==> config.mk <==
export PLATFORM = sky130hd
export DESIGN_NAME = div_seq_ctrl_flat
export DESIGN_NICKNAME = d
export VERILOG_FILES = /design/src/rtl/div_seq_ctrl_if.sv /design/src/rtl/div_seq_ctrl.sv /design/src/flat_wrapper.sv
export SDC_FILE = /design/constraint.sdc
export NUM_CORES = 1
export LEC_CHECK = 0
export ABC_AREA = 1
export CAP_MARGIN = 0
export CORE_MARGIN = 8
export CORE_UTILIZATION = 45
export DETAILED_ROUTE_END_ITERATION = 10
export DONT_BUFFER_PORTS = 1
export SKIP_LAST_GASP = 1
export SYNTH_ARGS = -nofsm -noshare
export SYNTH_HDL_FRONTEND = slang
export SYNTH_SLANG_ARGS = --single-unit
==> constraint.sdc <==
create_clock -name clk -period 9.9 [get_ports clk]
set_clock_uncertainty 0.05 [all_clocks]
set_input_delay 0.495 -clock clk [delete_from_list [all_inputs] [get_ports clk]]
set_output_delay 0.495 -clock clk [all_outputs]
set_load 0.02 [all_outputs]
==> src/rtl/div_seq_ctrl_if.sv <==
// Request, divider and result signals of the division sequencer.
// slave: the sequencer itself; master: the environment around it
// (request source, iterative divider and result consumer).
interface div_seq_ctrl_if;
  logic        in_valid;
  logic        in_ready;
  logic [31:0] in_x;
  logic [31:0] in_y;
  logic [3:0]  in_tag;
  logic        div_start;
  logic [31:0] div_x;
  logic [31:0] div_y;
  logic        div_busy;
  logic [31:0] div_z;
  logic [31:0] div_r;
  logic        out_valid;
  logic        out_ready;
  logic [31:0] out_z;
  logic [31:0] out_r;
  logic [3:0]  out_tag;
  logic        out_dz;

  modport slave (
    input  in_valid, in_x, in_y, in_tag, div_busy, div_z, div_r, out_ready,
    output in_ready, div_start, div_x, div_y, out_valid, out_z, out_r, out_tag, out_dz
  );

  modport master (
    output in_valid, in_x, in_y, in_tag, div_busy, div_z, div_r, out_ready,
    input  in_ready, div_start, div_x, div_y, out_valid, out_z, out_r, out_tag, out_dz
  );
endinterface

==> src/rtl/div_seq_ctrl.sv <==
// Sequencer for an iterative sign-magnitude divider: accepts a request,
// launches the divider, waits for its busy flag to rise and fall, and
// queues the result in a 2-entry FIFO. Zero divisors are answered
// directly without touching the divider.
//
// state   | meaning
// IDLE    | waiting for a request (ready only if FIFO has space)
// LAUNCH  | div_start pulse cycle
// WAIT_HI | waiting for divider busy to be seen high
// WAIT_LO | waiting for busy low, then capture result
module div_seq_ctrl (
  input  logic          clk,
  input  logic          rst,
  div_seq_ctrl_if.slave bus
);

  typedef enum logic [1:0] {IDLE, LAUNCH, WAIT_HI, WAIT_LO} state_t;

  typedef struct packed {
    logic [31:0] z;
    logic [31:0] r;
    logic [3:0]  tag;
    logic        dz;
  } entry_t;

  state_t      state_q, state_d;
  logic [31:0] x_q, x_d;
  logic [31:0] y_q, y_d;
  logic [3:0]  tag_q, tag_d;
  entry_t      mem_q [2];
  entry_t      mem_d [2];
  logic        wr_ptr_q, wr_ptr_d;
  logic        rd_ptr_q, rd_ptr_d;
  logic [1:0]  count_q, count_d;

  logic        in_ready_w;
  logic        div_start_w;
  logic        push;
  logic        pop;
  entry_t      push_entry;

  // Sign-magnitude has two zeros; only +0 ever leaves this block.
  function automatic logic [31:0] no_neg_zero(input logic [31:0] v);
    return (v[30:0] == 31'd0) ? 32'd0 : v;
  endfunction

  // Next-state, operand capture and result-push decision.
  always_comb begin
    state_d     = state_q;
    x_d         = x_q;
    y_d         = y_q;
    tag_d       = tag_q;
    push        = 1'b0;
    push_entry  = '0;
    div_start_w = 1'b0;
    in_ready_w  = (state_q == IDLE) && (count_q != 2'd2);
    case (state_q)
      IDLE: begin
        if (bus.in_valid && in_ready_w) begin
          x_d   = bus.in_x;
          y_d   = bus.in_y;
          tag_d = bus.in_tag;
          if (bus.in_y[30:0] == 31'd0) begin
            push           = 1'b1;
            push_entry.z   = {bus.in_x[31] ^ bus.in_y[31], 31'h7FFFFFFF};
            push_entry.r   = no_neg_zero(bus.in_x);
            push_entry.tag = bus.in_tag;
            push_entry.dz  = 1'b1;
          end else begin
            state_d = LAUNCH;
          end
        end
      end
      LAUNCH: begin
        div_start_w = 1'b1;
        state_d     = WAIT_HI;
      end
      WAIT_HI: begin
        if (bus.div_busy) state_d = WAIT_LO;
      end
      WAIT_LO: begin
        if (!bus.div_busy) begin
          push           = 1'b1;
          push_entry.z   = no_neg_zero(bus.div_z);
          push_entry.r   = no_neg_zero(bus.div_r);
          push_entry.tag = tag_q;
          push_entry.dz  = 1'b0;
          state_d        = IDLE;
        end
      end
      default: state_d = IDLE;
    endcase
  end

  // Result FIFO bookkeeping; a push never meets a full buffer because
  // requests are only accepted while there is space.
  always_comb begin
    pop              = (count_q != 2'd0) && bus.out_ready;
    mem_d            = mem_q;
    if (push) mem_d[wr_ptr_q] = push_entry;
    wr_ptr_d         = wr_ptr_q ^ push;
    rd_ptr_d         = rd_ptr_q ^ pop;
    count_d          = count_q + {1'b0, push} - {1'b0, pop};
  end

  // State and datapath registers.
  always_ff @(posedge clk or posedge rst) begin
    if (rst) begin
      state_q  <= IDLE;
      x_q      <= '0;
      y_q      <= '0;
      tag_q    <= '0;
      mem_q[0] <= '0;
      mem_q[1] <= '0;
      wr_ptr_q <= 1'b0;
      rd_ptr_q <= 1'b0;
      count_q  <= 2'd0;
    end else begin
      state_q  <= state_d;
      x_q      <= x_d;
      y_q      <= y_d;
      tag_q    <= tag_d;
      mem_q    <= mem_d;
      wr_ptr_q <= wr_ptr_d;
      rd_ptr_q <= rd_ptr_d;
      count_q  <= count_d;
    end
  end

  assign bus.in_ready  = in_ready_w;
  assign bus.div_start = div_start_w;
  assign bus.div_x     = x_q;
  assign bus.div_y     = y_q;
  assign bus.out_valid = (count_q != 2'd0);
  assign bus.out_z     = mem_q[rd_ptr_q].z;
  assign bus.out_r     = mem_q[rd_ptr_q].r;
  assign bus.out_tag   = mem_q[rd_ptr_q].tag;
  assign bus.out_dz    = mem_q[rd_ptr_q].dz;

endmodule
==> src/flat_wrapper.sv <==
// flat-port wrapper written by rule: the top's interface ports become plain ports
module div_seq_ctrl_flat 
  (clk, rst, bus_in_valid, bus_in_x, bus_in_y, bus_in_tag, bus_div_busy, bus_div_z, bus_div_r, bus_out_ready, bus_in_ready, bus_div_start, bus_div_x, bus_div_y, bus_out_valid, bus_out_z, bus_out_r, bus_out_tag, bus_out_dz);
  div_seq_ctrl_if bus_i ();
  input  logic clk;
  input  logic rst;
  input wire logic [$bits(bus_i.in_valid)-1:0] bus_in_valid;
  input wire logic [$bits(bus_i.in_x)-1:0] bus_in_x;
  input wire logic [$bits(bus_i.in_y)-1:0] bus_in_y;
  input wire logic [$bits(bus_i.in_tag)-1:0] bus_in_tag;
  input wire logic [$bits(bus_i.div_busy)-1:0] bus_div_busy;
  input wire logic [$bits(bus_i.div_z)-1:0] bus_div_z;
  input wire logic [$bits(bus_i.div_r)-1:0] bus_div_r;
  input wire logic [$bits(bus_i.out_ready)-1:0] bus_out_ready;
  output wire logic [$bits(bus_i.in_ready)-1:0] bus_in_ready;
  output wire logic [$bits(bus_i.div_start)-1:0] bus_div_start;
  output wire logic [$bits(bus_i.div_x)-1:0] bus_div_x;
  output wire logic [$bits(bus_i.div_y)-1:0] bus_div_y;
  output wire logic [$bits(bus_i.out_valid)-1:0] bus_out_valid;
  output wire logic [$bits(bus_i.out_z)-1:0] bus_out_z;
  output wire logic [$bits(bus_i.out_r)-1:0] bus_out_r;
  output wire logic [$bits(bus_i.out_tag)-1:0] bus_out_tag;
  output wire logic [$bits(bus_i.out_dz)-1:0] bus_out_dz;
  assign bus_i.in_valid = bus_in_valid;
  assign bus_i.in_x = bus_in_x;
  assign bus_i.in_y = bus_in_y;
  assign bus_i.in_tag = bus_in_tag;
  assign bus_i.div_busy = bus_div_busy;
  assign bus_i.div_z = bus_div_z;
  assign bus_i.div_r = bus_div_r;
  assign bus_i.out_ready = bus_out_ready;
  assign bus_in_ready = bus_i.in_ready;
  assign bus_div_start = bus_i.div_start;
  assign bus_div_x = bus_i.div_x;
  assign bus_div_y = bus_i.div_y;
  assign bus_out_valid = bus_i.out_valid;
  assign bus_out_z = bus_i.out_z;
  assign bus_out_r = bus_i.out_r;
  assign bus_out_tag = bus_i.out_tag;
  assign bus_out_dz = bus_i.out_dz;
  div_seq_ctrl u_core (.clk(clk), .rst(rst), .bus(bus_i));
endmodule
**Word level (Yosys, flattened, before mapping)**

Cells that the tools add are included.

- Latch bits: 0
- ROM bits: 0
- Memory bits (writable): 0
- Memories kept: 0
- Register bits after elaboration: 212

- Reduce and logical (&&, ||, !) cells: 12
- Bitwise logic cells: 5
- Shifts and indexed selects: 0
- Equal/unequal tests: 8
- Multipliers: 0
- Muxes and demuxes: 23
- Div/mod/pow operators: 0
- $lt $le $gt $ge: 3
- Add/sub/neg operators: 2

Operators by type and width:

| cell | number |
|---|---|
| $mux 69 | 7 |
| $bwmux 138 | 1 |
| $pmux 69 s2 | 1 |
| $logic_not 31->1 | 4 |
| $mux 32 | 3 |
| $demux 69 s1 | 1 |
| $ne 2x2->1 const B | 5 |
| $mux 2 | 4 |
| $pmux 2 s4 | 1 |
| $eq 2x2->1 const B | 2 |
| $ge 2x2->1 const B | 2 |
| $logic_and 1x1->1 | 4 |
| $mux 1 | 4 |
| $not 1->2 | 2 |
| $reduce_and 4->1 | 1 |
| $xor 1x1->1 | 3 |
| $add 2x1->2 | 1 |
| $eq 2x1->1 const B | 1 |
| $logic_not 2->1 | 1 |
| $lt 2x1->1 const B | 1 |
| $pmux 1 s2 | 1 |
| $reduce_and 2->1 | 1 |
| $reduce_bool 2->1 | 1 |
| $sub 2x1->2 | 1 |

**Depth between registers and ports, before layout**

- Word-level depth: 7
- Gate-level depth with buffers: 14
- Mapped depth without buffers: 11

**Least setup slack after synthesis**

No wires, ideal clock.

- Kind: register to register
- Start: reg u_core.state_q[0]
- End: reg u_core.mem_q[10] (netlist bit)
- Data arrival time: 2.647 ns
- Cell stages (with the launch flop): 15
- Setup time: 0.066 ns
- Buffers on the path: 4
- Path slack: 7.137 ns
- Cells stage by stage: dfrtp_1 > inv_1 > ha_1 > a21boi_2 > nand2_2 > inv_2 > nand3_4 > buf_2 > nand2_1 > ha_1 > clkbuf_1 > clkbuf_1 > buf_1 > nand3_1 > nand2_1

- Longest elaborated chain between the ends: 6
- Elaborated cells between the ends (all ways): 9
- Those cells by class: 1 x eq/ne; 5 x mux; 3 x reduce/logical

RTL lines:

| item | RTL line | source |
|---|---|---|
| start: declaration | div_seq_ctrl.sv:26 | `state_t state_q, state_d;` |
| start signal: assignment | div_seq_ctrl.sv:119 | `state_q <= state_d;` |
| $logic_not 2->1 (*) | div_seq_ctrl.sv:56 | `in_ready_w = (state_q == IDLE) && (count_q != 2'd2);` |
| $logic_and 1x1->1 (*) | div_seq_ctrl.sv:56 |  |
| named net bus_in_ready | flat_wrapper.sv:15 | `output wire logic [$bits(bus_i.in_ready)-1:0] bus_in_ready;` |
| $logic_and 1x1->1 (*) | div_seq_ctrl.sv:59 | `if (bus.in_valid && in_ready_w) begin` |
| $mux 69 | div_seq_ctrl.sv:59 |  |
| $pmux 69 s2 | div_seq_ctrl.sv:57 | `case (state_q)` |
| $bwmux 138 | div_seq_ctrl.sv:100 | `if (push) mem_d[wr_ptr_q] = push_entry;` |
| end signal: assignment | div_seq_ctrl.sv:123 | `mem_q <= mem_d;` |
| end: declaration | div_seq_ctrl.sv:30 | `entry_t mem_q [2];` |

Mark *: on every way through the listed nets, which the timed path passes. The rest lies on a longest branch.
A chain may end at the register's enable or synchronous reset.

**Worst setup path after layout**

- Start: reg u_core.state_q[1]
- End: reg u_core.mem_q[92] (netlist bit)

Same word-level chain as after synthesis.

==> results.md <==
- Final slew viol count: 0
- Mapped Cells: 1361
- WL/cell: 18.57 um
- EDFF count, synth: 0
- Critical path arrival: 4.22 ns
- Worst setup SP type: flip-flop
- Die Width: 167.3 um
- Max-slew headroom: 21.15%
- Die area: 0.02798 sq mm
- Clock sink count: 212
- Diode count: 0
- Sequential fraction of the synthesis area: 51.53%
- Vias in the first global route: 8301
- Synth warnings: 0
- Cts bufs inserted: 24
- Max IR drop VDD: 0.0001322 V
- Post-Route WL: 29970 um
- Antenna-violating nets left: 0
- #FFs+latches synth: 212
- Final Hold Viols: 0
- Most common cell in the netlist: nand2_1
- Cell Area, Placed: 0.01036 sq mm
- Final Power: 3.688 mW
- Critical Path Fanout Max: 98
- Layout cell share with drive strength beyond 1: 5.643%
- Global-route wire length before repair: 47090 um
- Hold Path Depth: 2
- Io pins: 273
- Reg2reg path depth: 10
- MaxCap Viol Count: 0
- Design area: 0.01111 sq mm
- Leakage power: 5.675 nW
- Period utilization: 39.61%
- Worst Setup End Kind: flip-flop
- Endpoints failing setup: 0
- Fraction of registers with async set/reset: 100.0%
- Wire length on met3: 2270 um
- HP Class: in -> reg
- Global Route Usage Sum: 20.91%
- Ranking of synthesized cells by area: dfrtp_1 (52%), nand2_1 (22%), nand3_1 (4.9%)
- Critical Path RT: 10.20 ns
- Top Layer Used: met4
- IO buf count: 0
- First drt pass iteration count: 5
- Met2 WL: 14420 um
- Grt ovf: 0
- Setup bufs post-CTS: 0
- Wl on met1: 12440 um
- Initial antenna violation count: 0
- Worst-Skew Late Latency: 0.50 ns
- Fmax: 255.0 MHz
- H-tree levels: 1
- Status: finished clean
- RSZ-0062 raised after global routing: no
- Root buf cell: clkbuf_16
- Initial DRC Count: 732
- Kind of critical path: reg -> reg
- Area share of the largest cell type after synthesis: 51.53%
- Reg clk slew, reported paths: 0.06 ns
- Pwr Density: 332.0 mW/mm^2
- CTS tree: yes
- Most common library cells after synthesis: nand2_1 (594), dfrtp_1 (212), nand3_1 (101)
- Layout area overhead: 7.899%
- Yosys top cell by area: dfrtp_1
- Nets: 1461
- Min Tclk post-route: 3.922 ns
- Worst-Margin Slew: 1.183 ns
- DRC Markers: 0
- Synth cell types: 30
- Starting density of the core: 45.62%
- DR vias/cell: 5.211
- Setup TNS: 0 ns
- Maximum clock path buffer count: 3
- Std cell rows: 55
- Post-Syn Area per Cell: 7.565 sq um
- Placer Congestion: 0.8075
- Synthesized area: 0.01030 sq mm
- Final cell utilization of the core: 49.22%
- Largest net degree at the start of global routing: 103
- Core ar.: 0.02257 sq mm
- Via count: 8411
- Predominant post-synthesis flop cell: dfrtp_1
- Syn nets: 1506
- Die Ht: 167.3 um
- DP Wirelength: 20700 um
cells by family (layout without fill, tap and decap cells):
kind of cell,after synthesis,after routing,synth area share (%)
AOI/OAI and AO/OA,165,165,9.199
buffers and inverters,181,149,7.388
xor gates and xnor gates,4,4,0.3403
muxes,1,1,0.09722
DFF,212,212,51.53
adders and majority gates,8,8,0.9722
and+or+nand+nor,790,790,30.48
metrics by stage:
stage	worst slack (ns)	hold WS [ns]	std cells
after floorplan	3.561	0.3987	1361
after global placement	5.606	0.4113	1574
after detailed placement	5.513	0.4149	1574
after CTS	5.931	0.02239	1614
after global routing	5.587	0.03275	1614
final	5.978	0.04530	1614
final timing paths:
path | start | end | slack (ns)
max | u_core.state_q[1]$_DFFE_PP0P_ | u_core.mem_q[92]$_DFFE_PP0P_ | 5.98
min | bus_in_y[8] | u_core.bus.div_y[8]$_DFFE_PP0P_ | 0.05
max reg2reg | u_core.state_q[1]$_DFFE_PP0P_ | u_core.mem_q[92]$_DFFE_PP0P_ | 5.98
min reg2reg | u_core.mem_q[12]$_DFFE_PP0P_ | u_core.mem_q[12]$_DFFE_PP0P_ | 0.43
max in group asynchronous | rst | u_core.mem_q[102]$_DFFE_PP0P_ | 7.26
min in group asynchronous | rst | u_core.bus.div_y[17]$_DFFE_PP0P_ | 0.56
cells in the final DEF, fill, tap and decap left out:
cell type	n
xnor2_1	2
ha_2	1
o21ai_2	20
clkbuf_1	8
mux2i_1	1
o21ai_0	89
o22ai_1	3
a21boi_2	1
clkbuf_16	25
nand2_2	1
nand3_1	101
inv_2	4
or2_2	1
clkinv_1	1
inv_8	1
nor2_1	85
o21bai_4	1
buf_4	9
nand3_4	1
ha_4	1
dfrtp_1	211
o21ai_1	34
ha_1	6
dfrtp_4	1
inv_1	94
clkbuf_8	6
nand4_1	5
o21bai_1	1
nor2_4	2
nand2_1	594
a31oi_1	16
xor2_1	2
dlygate4sd3_1	1
layout make-up:
class | count | area [sq um]
sequential | 212 | 5309
timing repair buffer | 10 | 77.57
clock buffer | 39 | 738.2
multi-input combinational | 968 | 4245
tap | 285 | 356.6
fill | 2268 | 11460
inverter | 100 | 382.9
state kept, by name (all words and copies together) (netlist names):
signal and count:
u_core.tag_q 4, u_core.bus.div_y 32, u_core.bus.div_x 32, u_core.rd_ptr_q 1, u_core.state_q 2, u_core.mem_q 138, u_core.wr_ptr_q 1, u_core.count_q 2
repair_timing:
action	in CTS	in global routing
hold buffers	1	0
resized for setup	0	0
endpoints found under the hold margin	95	0
metal layers:
| layer | global-route usage, % | up-vias |
|---|---|---|
| met5 | 0 | - |
| met4 | 6.871 | 0 |
| met3 | 5.408 | 52 |
| met2 | 35.30 | 267 |
| met1 | 25.79 | 3936 |
| li1 | - | 4156 |
power breakdown:
group	internal (mW)	total [mW]	leakage (nW)	switching [mW]
sequential	1.25	1.63	2.72	0.376
combinational	0.289	1.22	2.59	0.927
clock	0.503	0.846	0.361	0.343
worst max-delay path, cell delays in order, from the launching register on:
cell and delay [ns]:
dfrtp_1 0.41, inv_1 0.10, ha_1 0.21, a21boi_2 0.39, nand2_2 0.10, inv_2 0.10, nand3_4 0.50, nand2_1 0.39
ha_4 0.42, buf_4 0.78, o21ai_0 0.20
No activity file was read; power rests on OpenSTA's default activity.
